[src/rtl/channel_sampler_n.sv]
// Multi-channel sampler: synchronizes asynchronous inputs, decimates a sample
// strobe, packs DEPTH samples per output word, and detects edges on one channel.
module channel_sampler_n #(
    parameter int NCH   = 2,
    parameter int DEPTH = 4,
    parameter int SYNC  = 2,
    localparam int TSW  = (NCH > 1) ? $clog2(NCH) : 1,
    localparam int CW   = (DEPTH > 1) ? $clog2(DEPTH) : 1
) (
    input  logic                   clk,
    input  logic                   rst_n,
    input  logic [NCH-1:0]         ch_in,
    input  logic                   smpl_en,
    input  logic [7:0]             decim,
    input  logic                   trig_en,
    input  logic [TSW-1:0]         trig_sel,
    input  logic                   trig_pol,
    input  logic                   smpl_rdy,
    input  logic                   clr_ovr,
    output logic [NCH-1:0]         ch_sync,
    output logic [NCH*DEPTH-1:0]   smpl,
    output logic                   smpl_vld,
    output logic                   trig,
    output logic                   ovr
);

    logic [SYNC-1:0][NCH-1:0]  sync_reg;
    logic [7:0]                dec_cnt_reg;
    logic [DEPTH-1:0][NCH-1:0] hist_reg;
    logic [DEPTH-1:0][NCH-1:0] hist_next;
    logic [CW-1:0]             wcnt_reg;
    logic [NCH-1:0]            prev_reg;
    logic                      prev_vld_reg;
    logic [NCH*DEPTH-1:0]      smpl_reg;
    logic                      smpl_vld_reg;
    logic                      trig_reg;
    logic                      ovr_reg;

    logic accept;
    logic word_done;
    logic overrun;
    logic load;
    logic cur_bit;
    logic prev_bit;
    logic sel_ok;
    logic trig_hit;

    always_ff @(posedge clk) begin
        if (!rst_n) begin
            sync_reg <= '0;
        end else begin
            sync_reg <= {sync_reg[SYNC-2:0], ch_in};
        end
    end

    assign ch_sync = sync_reg[SYNC-1];

    assign accept    = smpl_en && (dec_cnt_reg == 8'd0);
    assign word_done = accept && (wcnt_reg == CW'(DEPTH - 1));
    assign overrun   = word_done && smpl_vld_reg && !smpl_rdy;
    assign load      = word_done && !overrun;

    // Newest sample enters the top slot, so the packed view is {newest..oldest}.
    assign hist_next = {ch_sync, hist_reg[DEPTH-1:1]};

    always_ff @(posedge clk) begin
        if (!rst_n) begin
            dec_cnt_reg <= 8'd0;
        end else if (smpl_en) begin
            dec_cnt_reg <= accept ? decim : dec_cnt_reg - 8'd1;
        end
    end

    always_ff @(posedge clk) begin
        if (!rst_n) begin
            hist_reg     <= '0;
            wcnt_reg     <= '0;
            prev_reg     <= '0;
            prev_vld_reg <= 1'b0;
        end else if (accept) begin
            hist_reg     <= hist_next;
            wcnt_reg     <= word_done ? '0 : wcnt_reg + CW'(1);
            prev_reg     <= ch_sync;
            prev_vld_reg <= 1'b1;
        end
    end

    // Channel mux written as a compare loop so an unused trig_sel code selects nothing.
    always_comb begin
        cur_bit  = 1'b0;
        prev_bit = 1'b0;
        sel_ok   = 1'b0;
        for (int i = 0; i < NCH; i++) begin
            if (trig_sel == TSW'(i)) begin
                cur_bit  = ch_sync[i];
                prev_bit = prev_reg[i];
                sel_ok   = 1'b1;
            end
        end
    end

    assign trig_hit = accept && trig_en && prev_vld_reg && sel_ok &&
                      (trig_pol ? (!prev_bit && cur_bit) : (prev_bit && !cur_bit));

    always_ff @(posedge clk) begin
        if (!rst_n) begin
            smpl_reg     <= '0;
            smpl_vld_reg <= 1'b0;
            trig_reg     <= 1'b0;
            ovr_reg      <= 1'b0;
        end else begin
            if (load) begin
                smpl_reg     <= hist_next;
                smpl_vld_reg <= 1'b1;
            end else if (smpl_vld_reg && smpl_rdy) begin
                smpl_vld_reg <= 1'b0;
            end

            // A fresh overrun wins over a simultaneous clear.
            if (overrun) begin
                ovr_reg <= 1'b1;
            end else if (clr_ovr) begin
                ovr_reg <= 1'b0;
            end

            trig_reg <= trig_hit;
        end
    end

    assign smpl     = smpl_reg;
    assign smpl_vld = smpl_vld_reg;
    assign trig     = trig_reg;
    assign ovr      = ovr_reg;

endmodule

[config.mk]
export PLATFORM = sky130hd
export DESIGN_NAME = channel_sampler_n
export DESIGN_NICKNAME = d
export VERILOG_FILES = /design/src/rtl/channel_sampler_n.sv
export SDC_FILE = /design/constraint.sdc
export NUM_CORES = 1
export LEC_CHECK = 0
export BUFFER_PORTS_ARGS = -buffer_cell sky130_fd_sc_hd__buf_2
export CELL_PAD_IN_SITES_DETAIL_PLACEMENT = 0
export CELL_PAD_IN_SITES_GLOBAL_PLACEMENT = 1
export CORE_ASPECT_RATIO = 0.5
export CORE_MARGIN = 2
export CORE_UTILIZATION = 40
export CTS_CLUSTER_SIZE = 30
export DETAILED_ROUTE_END_ITERATION = 8
export GPL_TIMING_DRIVEN = 1
export PLACE_DENSITY_LB_ADDON = 0.1
export REMOVE_ABC_BUFFERS = 1
export SYNTH_ARGS = -nofsm -noshare
export SYNTH_HDL_FRONTEND = slang
export SYNTH_SLANG_ARGS = --single-unit
[constraint.sdc]
create_clock -name clk -period 4.7 [get_ports clk]
set_clock_uncertainty 0.2 [all_clocks]
set_input_delay 0.235 -clock clk [delete_from_list [all_inputs] [get_ports clk]]
set_output_delay 0.235 -clock clk [all_outputs]
set_load 0.01 [all_outputs]
### Yosys cells after proc, flatten, opt, wreduce, memory -nomap -nowiden

Cells that the tools add are included.

* $add $sub $neg: 2
* multipliers: 0
* divide/modulo/power cells: 0
* magnitude comparators: 0
* equality and inequality tests: 1
* shifts and indexed selects: 0
* multiplexer cells: 9
* bitwise gates (word level): 0
* reduce and logical (&&, ||, !) cells: 18

Operators by type and width (count)
* logical AND 1 bit: 11
* logical NOT 8 bit: 1
* two-way mux 8 bit: 1
* subtractor 8 x 1 -> 8 bit (second input constant): 1
* two-way mux 1 bit: 7
* logical NOT 1 bit: 4
* nonzero test 2 bit: 2
* adder 2 x 1 -> 2 bit (second input constant): 1
* equality test 2 bit (second input constant): 1
* two-way mux 2 bit: 1

* register bits: 32
* latch bits: 0
* RAM bits: 0
* memory bits (read-only): 0
* input port bits: 18
* output and inout bits: 13
* logic and storage cells: 42
* memories kept: 0

### Depth between registers and ports, before layout

* word-level depth: 8
* mapped depth: 7
* depth with buffers taken out: 6

### Worst setup path after synthesis

No wires, ideal clock.

* kind: reg-to-reg
* from: reg dec_cnt_reg[0]
* to: reg dec_cnt_reg[1]
* setup time: 0.120 ns
* data arrival time: 1.528 ns
* required time: 4.380 ns
* setup slack: 2.852 ns
* stages on the path, launching flop included: 8
* buffers on the path: 1
* clock period less this slack: 1.848 ns
* cell sequence: dfxtp_1 -> inv_1 -> ha_1 -> nand3b_4 -> or4_4 -> buf_6 -> mux2i_1 -> a21oi_1

* cells in the longest elaborated chain, start to end: 3
* elaborated cells on any way between the ends: 4
* those cells by class: 1 x add/sub; 1 x mux; 2 x reduce/logical

RTL lines
* from (decl): RTL line 28 `logic [7:0] dec_cnt_reg;`
* from (signal assigned): RTL line 70 `dec_cnt_reg <= accept ? decim : dec_cnt_reg - 8'd1;`
* branches (longest 2 deep; another with subtractor 8 x 1 -> 8 bit)
* two-way mux 8 bit *: RTL line 70

Mark *: on every way between the ends.
A chain may end at the register's enable or synchronous reset.

### Worst setup path in the final report

* from: reg dec_cnt_reg[0]
* to: reg smpl_reg[2], in the netlist smpl[2]

* cells in the longest elaborated chain, start to end: 7

RTL lines
* logical NOT 8 bit *: RTL line 58 `assign accept = smpl_en && (dec_cnt_reg == 8'd0);`
* logical AND 1 bit *: RTL line 58
* logical AND 1 bit *: RTL line 59 `assign word_done = accept && (wcnt_reg == CW'(DEPTH - 1));`
* logical AND 1 bit (2 in a row): RTL line 60 `assign overrun = word_done && smpl_vld_reg && !smpl_rdy;`
* logical NOT 1 bit: RTL line 61 `assign load = word_done && !overrun;`
* logical AND 1 bit *: RTL line 61
* to (signal assigned): RTL line 113 `smpl_reg <= hist_next;`
* to (decl): RTL line 34 `logic [NCH*DEPTH-1:0] smpl_reg;`

Mark *: on every way between the ends. The rest lies on a longest branch, timed or not.

==> results.json <==
{
  "async_flop_share_pct": 0,
  "vias": 1194,
  "slew_headroom_pct": 62.3,
  "yosysTopAreaCellShare_pct": 46.2,
  "grtUsageMet2_pct": 26.7,
  "cp.arrival_ns": 2.18,
  "fin_nets": 212,
  "reg2reg_to": "smpl[2]$_SDFFE_PN0P_",
  "synth_edf_count": 0,
  "synthCells": 164,
  "switching_share_pct": 27.8,
  "holdPathStages": 2,
  "tightest_slew_ns": 0.564,
  "rrSetupSlack_ns": 2.47,
  "min_from": "trig_sel",
  "viasPerCell": 5.08,
  "grt_usage_pct": 16.9,
  "synthTopCellsByArea": "dfxtp_1 (46%), nand2_1 (7.6%), a21oi_1 (4.7%)",
  "synth_top_flop_cell": "dfxtp_1",
  "clk_pin_slew_ns": 0.07,
  "grt_pass1_vias": 1068,
  "wire_per_inst_um": 12.7,
  "period_share_pct": 47.4,
  "drt-total-wl_um": 2980,
  "fmax_mhz": 449,
  "ys_types": 37,
  "power_frac_seq_pct": 45.3,
  "cp_max_fo": 16,
  "postCtsSetupBuffers": 0,
  "violations": "negative hold slack",
  "rsz0062_at_grt": "false",
  "worstSkewPairLatency_ns": 0.29,
  "hold_end": "trig$_SDFF_PN0_",
  "clk_root_buffer_cell": "clkbuf_8",
  "area_growth_syn_to_layout_pct": 19.8,
  "use_met1_pct": 21.6,
  "cts.sinks": 32,
  "synthesis.area_um2": 1390,
  "n_antenna_cell": 0,
  "internal_power_mw": 0.496,
  "fin_crit_ns": 2.23,
  "peakVddDrop_v": 0.000153,
  "grt_pass1_wl_um": 4930,
  "p_comb_share_pct": 15.9,
  "pin_count": 31,
  "power_mw": 0.687,
  "die_area_um2": 3980,
  "use_met3_pct": 5.43,
  "grt_max_degree": 29,
  "cts_made_buffers": 5,
  "drtAntennaViolNets": 0,
  "drv_slew": 0,
  "final_cell_mix": "dfxtp_1 (32), buf_2 (30), nand2_1 (28)",
  "clockBufferDepth": 2,
  "worstPathRequired_ns": 4.65,
  "grt_busiest_layer": "met2",
  "rr_startpoint": "dec_cnt_reg[0]$_SDFFE_PN0P_",
  "cts_tree": "yes",
  "finalSetupTns_ns": 0,
  "seq_area_frac_synth_pct": 46.2,
  "drv_cap": 0,
  "die_x_um": 87.3,
  "outcome": "finished with violations",
  "drc_errors": 0,
  "setup_viol": 0,
  "place.port_buffers": 30,
  "core_area_um2": 3380,
  "finalHoldViolations": 1,
  "ys_ff_latch": 32,
  "end_kind": "register",
  "layout-drive-gt1-share_pct": 22.8,
  "p_leak_nw": 0.682,
  "initial_core_util_pct": 41.0,
  "yosysWarnings": 0,
  "pwr-share-clk_pct": 38.8,
  "reg2reg_depth": 6,
  "globalRouteOverflowTotal": 0,
  "antenna_found_initial": 0,
  "finalWeightedCongestion": 0.737,
  "holdWs_ns": -0.00557,
  "worstSetupPathType": "reg -> reg",
  "dpl.hpwl_um": 2010,
  "drt_pass1_iterations": 4,
  "switchingPower_mw": 0.191,
  "synth_top_area_cell": "dfxtp_1",
  "final_common_cell": "dfxtp_1",
  "syn_area_per_cell_um2": 8.45,
  "rows": 15,
  "post-route-util_pct": 49.1,
  "cts_htree_levels": 2,
  "cp-start-kind": "register",
  "min_path_type": "in -> reg",
  "first_iter_violations": 59,
  "powerDensity_nw_per_um2": 414,
  "die_h_um": 45.6
}
==> synthesized netlist by cell type, types with 3 or more instances <==
library cell  instances
dfxtp_1              32
a21oi_1              13
buf_2                 3
inv_1                 4
clkbuf_1              5
o21ai_0              12
nand2_1              28
nand3_1              11
nor3_1                6
nor2_1               10
and2_1                6
nand4_1               3
==> layout make-up <==
type	count	area [um2]
sequential	32	641
timing repair buffer	32	170
clock buffer	5	68.8
fill	369	1720
multi-input combinational	117	671
clock inverter	3	42.5
inverter	4	15.0
tap	42	52.6
==> cell families after synthesis <==
kind of cell,count (synthesis),synth area share (%)
AO/OA/AOI/OAI,30,11.7
multiplexers,3,2.26
XOR/XNOR,1,0.632
adder cells (fa/ha/maj),2,1.80
buffers and inverters,15,5.41
flip-flops,32,46.2
AND/OR/NAND/NOR,81,32.0
==> how the worst max path moves through the flow <==
stage / startpoint / to / slack [ns] / cells past startpoint
finish: dec_cnt_reg[0]$_SDFFE_PN0P_ / smpl[2]$_SDFFE_PN0P_ / 2.47 / 6
CTS: dec_cnt_reg[0]$_SDFFE_PN0P_ / smpl[2]$_SDFFE_PN0P_ / 2.42 / 6
global placement: dec_cnt_reg[0]$_SDFFE_PN0P_ / smpl[0]$_SDFFE_PN0P_ / 2.55 / 6
global route: dec_cnt_reg[0]$_SDFFE_PN0P_ / smpl[0]$_SDFFE_PN0P_ / 2.13 / 6
floorplan: dec_cnt_reg[0]$_SDFFE_PN0P_ / smpl[0]$_SDFFE_PN0P_ / 2.85 / 6
detailed placement: dec_cnt_reg[0]$_SDFFE_PN0P_ / smpl[4]$_SDFFE_PN0P_ / 2.48 / 6
==> critical path, stage by stage, from the launching register on <==
cell	delay, ns
dfxtp_1	0.33
inv_1	0.08
ha_1	0.25
nor4b_1	0.37
nand4_1	0.53
nand3_1	0.24
o21ai_0	0.10
==> repair_timing <==
| item | in CTS | in global routing |
|---|---|---|
| gates resized for setup | 0 | 0 |
| hold buffers | 2 | 0 |
| hold endpoints to repair | 2 | 0 |
| endpoints found under the setup margin | 0 | 0 |
==> metrics by stage <==
step                cells  cell area [um2]  worst slack (ns)
finish                235             1660              2.47
global route          235             1660              2.13
CTS                   235             1660              2.42
detailed placement    225             1530              2.48
global placement      225             1530              2.55
floorplan             153             1330              2.85
==> per-layer routing <==
metal  up-vias  routed length, um
li1        627                  -
met1       545               1480
met2        18               1330
met3         4                118
met4         0                 42
met5         -                  0
==> power groups by stage <==
stage / Clock [mW] / Sequential (mW) / Combinational (mW)
6_report: 0.266 / 0.311 / 0.110
3_5_place_dp: 0 / 0.316 / 0.108
5_1_grt: 0.282 / 0.315 / 0.124
4_1_cts: 0.273 / 0.310 / 0.110
2_1_floorplan: 0 / 0.311 / 0.0785
3_3_place_gp: 0 / 0.316 / 0.106
Note: power is estimated with default switching activity, not from simulation.
